--- config.mk ---
export PLATFORM = sky130hd
export DESIGN_NAME = rrp_otf_convert
export DESIGN_NICKNAME = d
export VERILOG_FILES = /design/src/rtl/rrp_otf_convert.sv
export SDC_FILE = /design/constraint.sdc
export NUM_CORES = 1
export LEC_CHECK = 0
export BUFFER_PORTS_ARGS = -buffer_cell sky130_fd_sc_hd__buf_2
export CAP_MARGIN = 20
export CELL_PAD_IN_SITES_DETAIL_PLACEMENT = 0
export CELL_PAD_IN_SITES_GLOBAL_PLACEMENT = 1
export CORE_ASPECT_RATIO = 0.9
export CORE_MARGIN = 8
export CORE_UTILIZATION = 43
export DETAILED_ROUTE_END_ITERATION = 10
export PLACE_DENSITY_LB_ADDON = 0.1
export SYNTH_ARGS = -nofsm -noshare
export SYNTH_HDL_FRONTEND = slang
export SYNTH_SLANG_ARGS = --single-unit
--- constraint.sdc ---
create_clock -name clock -period 1.7 [get_ports clock]
set_input_delay 0.255 -clock clock [delete_from_list [all_inputs] [get_ports clock]]
set_output_delay 0.255 -clock clock [all_outputs]
set_load 0.02 [all_outputs]
--- src/rtl/rrp_otf_convert.sv ---
// rrp_otf_convert: MSD-first redundant signed-digit to two's complement conversion using on-the-fly Q/QM registers.
// Latency NDIG clocks from accept to out_valid; the result is held until out_ready, then accepts a new word in the same cycle.
// Optional out-of-range digit check is enabled by defining RRP_OTF_DIGIT_CHECK_EN.
module rrp_otf_convert #(
  parameter  int WIDTH = 7,
  parameter  int RADIX = 2,
  localparam int NDIG  = 2*WIDTH+1,
  localparam int L     = $clog2(RADIX),
  localparam int D     = L+1,
  localparam int B     = NDIG*L+1
) (
  input  logic              clock,
  input  logic              reset,
  input  logic [D*NDIG-1:0] p_in,
  input  logic              in_valid,
  output logic              in_ready,
  output logic [B-1:0]      q_out,
  output logic              out_valid,
  input  logic              out_ready,
  output logic              err_out
);

  localparam int CW = $clog2(NDIG+1);
  localparam logic [CW-1:0] LAST = CW'(NDIG-1);

  typedef enum logic [1:0] {IDLE, CONV, DONE} state_t;

  state_t             state, state_nxt;
  logic               accept;
  logic [D*NDIG-1:0]  sreg;
  logic [B-1:0]       q, qm, q_src, qm_src, q_nxt, qm_nxt;
  logic [CW-1:0]      cnt;
  logic [D-1:0]       dig;
  logic               dig_neg, dig_pos;
  logic [L-1:0]       f_q, f_qm;

  always_ff @(posedge clock) begin
    if (reset) state <= IDLE;
    else       state <= state_nxt;
  end

  always_comb begin
    state_nxt = state;
    in_ready  = 1'b0;
    case (state)
      IDLE: begin
        in_ready = 1'b1;
        if (in_valid) state_nxt = CONV;
      end
      CONV: if (cnt == LAST) state_nxt = DONE;
      DONE: begin
        in_ready = out_ready;
        if (out_ready) state_nxt = in_valid ? CONV : IDLE;
      end
      default: state_nxt = IDLE;
    endcase
    accept = in_valid & in_ready;
  end

  // The appended L-bit field is d mod r for Q' and (d-1) mod r for QM', whichever register is the source.
  assign dig     = sreg[D*NDIG-1 -: D];
  assign dig_neg = dig[D-1];
  assign dig_pos = !dig[D-1] && (dig[L-1:0] != '0);
  assign f_q     = dig[L-1:0];
  assign f_qm    = dig[L-1:0] - L'(1);
  assign q_src   = dig_neg ? qm : q;
  assign qm_src  = dig_pos ? q : qm;
  assign q_nxt   = (q_src  << L) | B'(f_q);
  assign qm_nxt  = (qm_src << L) | B'(f_qm);

  always_ff @(posedge clock) begin
    if (reset) begin
      sreg      <= '0;
      q         <= '0;
      qm        <= '1;
      cnt       <= '0;
      q_out     <= '0;
      out_valid <= 1'b0;
    end else if (accept) begin
      sreg      <= p_in;
      q         <= '0;
      qm        <= '1;
      cnt       <= '0;
      out_valid <= 1'b0;
    end else if (state == CONV) begin
      sreg <= {sreg[D*NDIG-D-1:0], {D{1'b0}}};
      q    <= q_nxt;
      qm   <= qm_nxt;
      cnt  <= cnt + CW'(1);
      if (cnt == LAST) begin
        q_out     <= q_nxt;
        out_valid <= 1'b1;
      end
    end else if (state == DONE && out_ready) begin
      out_valid <= 1'b0;
    end
  end

`ifdef RRP_OTF_DIGIT_CHECK_EN
  // -RADIX is the only code a D-bit digit can hold outside the legal digit set.
  logic err_q;
  always_ff @(posedge clock) begin
    if (reset || accept)
      err_q <= 1'b0;
    else if (state == CONV && dig == {1'b1, {L{1'b0}}})
      err_q <= 1'b1;
  end
  assign err_out = err_q;
`else
  assign err_out = 1'b0;
`endif

endmodule
# ---- Yosys cells after proc, flatten, opt, wreduce, memory -nomap -nowiden
# Index checks and enable logic that the tools add are counted.
dict set report word_totals {
  latch_bits 0
  romBits 0
  n_memories 0
  inputBits 34
  out_inout_bits 19
  ramBits 0
  reg_bits 83
  wordCells 42
}
dict set report op_classes {
  n_addsub 2
  bitwise_logic 4
  n_shift 0
  n_div 0
  n_mul 0
  n_mux 13
  n_lt_le_gt_ge 0
  eq_ne 6
  n_reduce_logical 10
}
# op count
set op_table {}
lappend op_table {{30-bit 2-to-1 mux} 2}
lappend op_table {{16-bit by 1-bit OR with 16-bit output} 1}
lappend op_table {{15-bit 2-to-1 mux} 1}
lappend op_table {{15-bit by 1-bit OR with 15-bit output} 1}
lappend op_table {{14-bit 2-to-1 mux} 1}
lappend op_table {{2-bit 2-to-1 mux} 3}
lappend op_table {{2-bit one-hot mux with 3 select lines} 1}
lappend op_table {{3-bit AND reduction} 2}
lappend op_table {{4-bit by 1-bit adder with 4-bit output (second input constant)} 1}
lappend op_table {{4-bit equality test (second input constant)} 1}
lappend op_table {{1-bit 2-to-1 mux} 4}
lappend op_table {{2-bit != test (second input constant)} 2}
lappend op_table {{2-bit nonzero test} 2}
lappend op_table {{2-bit by 1-bit equality test with 1-bit output (second input constant)} 1}
lappend op_table {{2-bit equality test (second input constant)} 1}
lappend op_table {{1-bit logical AND} 2}
lappend op_table {{2-bit zero test} 1}
lappend op_table {{2-bit by 1-bit != test with 1-bit output (second input constant)} 1}
lappend op_table {{1-bit one-hot mux with 2 select lines} 1}
lappend op_table {{2-bit AND reduction} 1}
lappend op_table {{2-bit OR reduction} 1}
lappend op_table {{1-bit bitwise AND} 1}
lappend op_table {{1-bit zero test} 1}
lappend op_table {{1-bit NOT} 1}
lappend op_table {{1-bit subtractor (second input constant)} 1}

# ---- Depth between registers and ports, before layout
dict set report logic_depth {
  word_depth 5
  ltp_mapped 7
  depth_no_buf 5
}

# ---- Worst setup path before layout
# No wires, ideal clock.
dict set report synth_timing {
  path_kind {flip-flop to flip-flop}
  from {register cnt[0]}
  to {register q_out[5]}
  stages_incl_launch_ff 8
  arrival_time_ps 1254
  required_ps 1566
  n_path_buf 2
  setup_time_ps 134
  slack_ps 312
  synth_period_minus_slack_ps 1388
  path_cell_list {dfxtp_1 > inv_1 > ha_1 > and3_1 > buf_2 > buf_2 > a21oi_1 > a211oi_1}
}
dict set report synth_via {
  elab_chain_len 2
}
# item line_no
set synth_rtl {}
lappend synth_rtl {{from (decl)} 32} ;# logic [CW-1:0] cnt;
lappend synth_rtl {{from (signal assigned)} 89} ;# cnt <= cnt + CW'(1);
lappend synth_rtl {{4-bit equality test} 90} ;# if (cnt == LAST) begin
lappend synth_rtl {{3-bit AND reduction (no line)} n/a}
lappend synth_rtl {{to (signal assigned)} 91} ;# q_out <= q_nxt;
lappend synth_rtl {{to (decl)} 17} ;# output logic [B-1:0] q_out,
# Every way passes these cells.
# A chain may end at the register's enable or synchronous reset.

# ---- Final worst setup path
dict set report layout_timing {
  from {register state[1]}
  to {output port in_ready}
}
dict set report layout_via {
  elab_chain_len 2
  elab_cells_between_ends 3
  classes_between {eq/ne (1); mux (1); reduce/logical (1)}
}
# item line_no
set layout_rtl {}
lappend layout_rtl {{from (decl)} 28} ;# state_t state, state_nxt;
lappend layout_rtl {{from (signal assigned)} 39} ;# else state <= state_nxt;
lappend layout_rtl {{2-bit equality test or 2-bit zero test (tied branches)} 45} ;# case (state)
lappend layout_rtl {{1-bit one-hot mux with 2 select lines *} 45}
lappend layout_rtl {{to (decl)} 16} ;# output logic in_ready,
# Mark *: on every way between the ends. The rest lies on a longest branch, timed or not.

==> impl_results.md <==
* Status: finished clean
* Root buffer cell: clkbuf_8
* Tot Pwr at 4280 uW
* Final hold violation count at 0
* Synthesis-to-finish area growth at 18.1%
* Fin area at 4220 um^2
* Synthesized instance count at 404
* WL final at 8.99 mm
* Critical Path RT at 1440 ps
* Port bufs at 51
* Worst-path maximum fanout at 7
* Worst reg-to-reg setup slack at 110 ps
* Adder-cell area share of the yosys netlist at 0.701%
* DRC viols at 0
* Antenna cells at 0
* First-pass DRT Iterations at 4
* Avg Inst Size Synth at 8.84 um^2
* Crit path capture: in_ready
* R2R Path End: q_out[7]
* Vias in the first global route at 3090
* Placed cells at 535
* Post-Syn Nets at 440
* DP Wirelength at 5.71 mm
* CP startpoint kind: flip-flop
* Pwr/cell area at 1010 nW/um^2
* Seq cells post-synth at 83
* Static leakage at 0.00156 uW
* GR Layer Usage met3 at 4.67%
* Grt total ovfl at 0
* Antenna-violating nets left at 0
* CTS Buf Count at 9
* Peak Freq at 626 MHz
* Slew headroom at 56.6%
* Longest Clk Path Bufs at 2
* Worst hold path class: input pin to flip-flop
* Post-CTS Setup Inserts at 0
* M1 GR Usage at 21.8%
* Worst Setup SP: state[1]
* Clock-pin slew on the worst setup and hold paths at 90 ps
* CTS tree: yes
* Ratio of cells with drive above 1 in the final layout at 21.5%
* WS Path Type: flip-flop to output port
* I/O Pins at 53
* Post-Synth Simple-Gate Area at 15.7%
* CP Data Arrival Time at 1340 ps
* Non-filler cells, final at 551
* Final setup viols at 0
* Post-synthesis compound-gate area fraction at 22.6%
* Htree depth at 3
* DP Area at 3990 um^2
* Largest net degree at the start of global routing at 66
* Initial Util at 44.3%
* Max-slew violation count at 0
* Sequential area share after synthesis at 46.5%
* Synth cell types at 28
* Max-cap viol count at 0
* GP Congestion at 0.730
* Die Area at 11500 um^2
* Core outline area at 8070 um^2
* DR iter-0 viols at 201
* Die H at 102 um
* Nets at 483
* Clock sinks at 83
* Gr busiest metal: met2
* Met2 global-route usage at 25.1%
* Vias per cell at 5.62
* CP Capture Type: output port
* Vias at 3098
* Drt wl/cell at 16.3 um
* Crit share post-route at 93.9%
* Total GRT Usage at 16.2%
* Main combinational cell family by area after synthesis: compound AO/OA/AOI/OAI gates
* Multiplexer share of the synthesized area at 8.13%
* First-pass GRT wire length at 15.2 mm
* # rows at 31
* Register Area at 1660 um^2
* Die X at 112 um
* Post-synthesis cell area at 3570 um^2
* Fin crit period at 1600 ps
* XOR/XNOR Fraction of Synth Area at 0.245%
* Worst r2r path cells at 5
* Clock insertion delay at the later pin of the skew report at 360 ps
* Beginning of the worst register-to-register path: state[0]
* Clk_skew at 13.1 ps
* Initial antenna violation count at 0
* Multi-input logic area at 1720 um^2
* Ys Warns at 0
* Worst-Margin Slew at 651 ps
* RSZ-0062 raised after global routing: no
* Fillers at 797
* Peak VDD IR at 0.499 mV
Yosys cell counts (all sizes together):
cell	number	area share, %
a211o	1	0.25
a211oi	30	6.3
a21o	1	0.21
a21oi	38	5.3
a311oi	28	6.9
and3	1	0.18
buf	25	4.0
clkbuf	18	1.9
conb	1	0.11
dfxtp	83	47
ha	2	0.70
inv	1	0.11
mux2i	29	8.1
nand2	64	6.7
nand2b	3	0.53
nand3	5	0.70
nand3b	2	0.42
nor2	19	2.0
nor2b	4	0.77
nor3	28	3.9
o211ai	16	3.4
o21ai	2	0.28
or3	1	0.18
or3b	1	0.25
xor2	1	0.25
critical path: stages, from the launching register on:
cell     delay, ps
dfxtp_1        310
buf_4          150
nor2b_2        160
buf_4          160
nor2_4          80
buf_6          120
per-stage QoR:
| stage | setup WS [ps] | TNS (ps) | hold WS (ps) | utilization (%) |
|---|---|---|---|---|
| 2_1_floorplan | 312 | 0 | 403 | - |
| 3_3_place_gp | -211 | -3100 | 461 | 49.3 |
| 3_5_place_dp | -15.9 | -31.7 | 467 | 49.4 |
| 4_1_cts | 5.05 | 0 | 132 | 52.1 |
| 5_1_grt | 18.3 | 0 | 153 | 52.3 |
| 6_report | 104 | 0 | 145 | 52.3 |
kinds of logic after synthesis:
| group | Yosys count |
|---|---|
| AOI/OAI and AO/OA | 116 |
| xor gates and xnor gates | 1 |
| adders and majority gates | 2 |
| buffers and inverters | 44 |
| DFF | 83 |
| muxes | 29 |
| other | 1 |
| and+or+nand+nor | 128 |
layer usage:
metal | share of wire [%] | vias up
met5 | 0 | -
met2 | 44 | 62
met4 | 0.76 | 0
met1 | 51 | 1475
li1 | - | 1555
met3 | 4.4 | 6
power breakdown:
part           total, uW  internal [uW]  switching (uW)
clock               1560            830             730
sequential          2120           2050            68.2
combinational        597            247             350
total               4280           3130            1150
placed cells by master (no fill, tap or decap):
master	n
buf_6	2
inv_1	1
o21ai_0	2
clkinvlp_4	1
bufinv_16	2
nor2_1	18
nand2_1	64
xor2_1	1
nand2b_2	1
and3_2	1
nor2b_1	1
nand3_1	5
a311oi_1	28
a211oi_1	30
nand2b_1	2
or3_1	1
buf_4	19
nor3_1	28
conb_1	1
or3b_2	1
clkbuf_8	9
mux2i_1	29
clkinv_4	2
nor2b_4	1
o211ai_1	16
ha_1	2
nand3b_1	2
buf_12	4
clkbuf_1	1
a211o_1	1
a21oi_1	38
dfxtp_1	83
clkinv_2	1
a21o_1	1
nor2_4	1
nor2b_2	2
buf_2	50
area by class of cell:
class	count	area share (%)
Sequential cell	83	39.4
Clock buffer	10	3.03
Timing Repair Buffer	75	11.7
Clock inverter	6	2.14
Multi-Input combinational cell	277	40.7
Tap cell	99	2.94
Inverter	1	0.0890
worst min path at each step:
| stage | end | slack (ps) | cells after the start | start |
|---|---|---|---|---|
| 2_1_floorplan | sreg[0] | 400 | 2 | p_in[0] |
| 3_3_place_gp | q[0] | 460 | 2 | q[0] |
| 3_5_place_dp | q[0] | 470 | 2 | q[0] |
| 4_1_cts | sreg[0] | 130 | 3 | p_in[0] |
| 5_1_grt | sreg[0] | 150 | 3 | p_in[0] |
| 6_report | sreg[0] | 140 | 3 | p_in[0] |
flip-flops by register name (all words and copies together) (netlist names):
signal,cells
out_valid,1
qm,15
q,15
cnt,4
state,2
q_out,16
sreg,30
timing repair:
item,4_1_cts,5_1_grt
setup endpoints to repair,4,1
resized for setup,2,3
hold buffers,0,0
endpoints found under the hold margin,0,0
No activity file was read; power rests on OpenSTA's default activity.
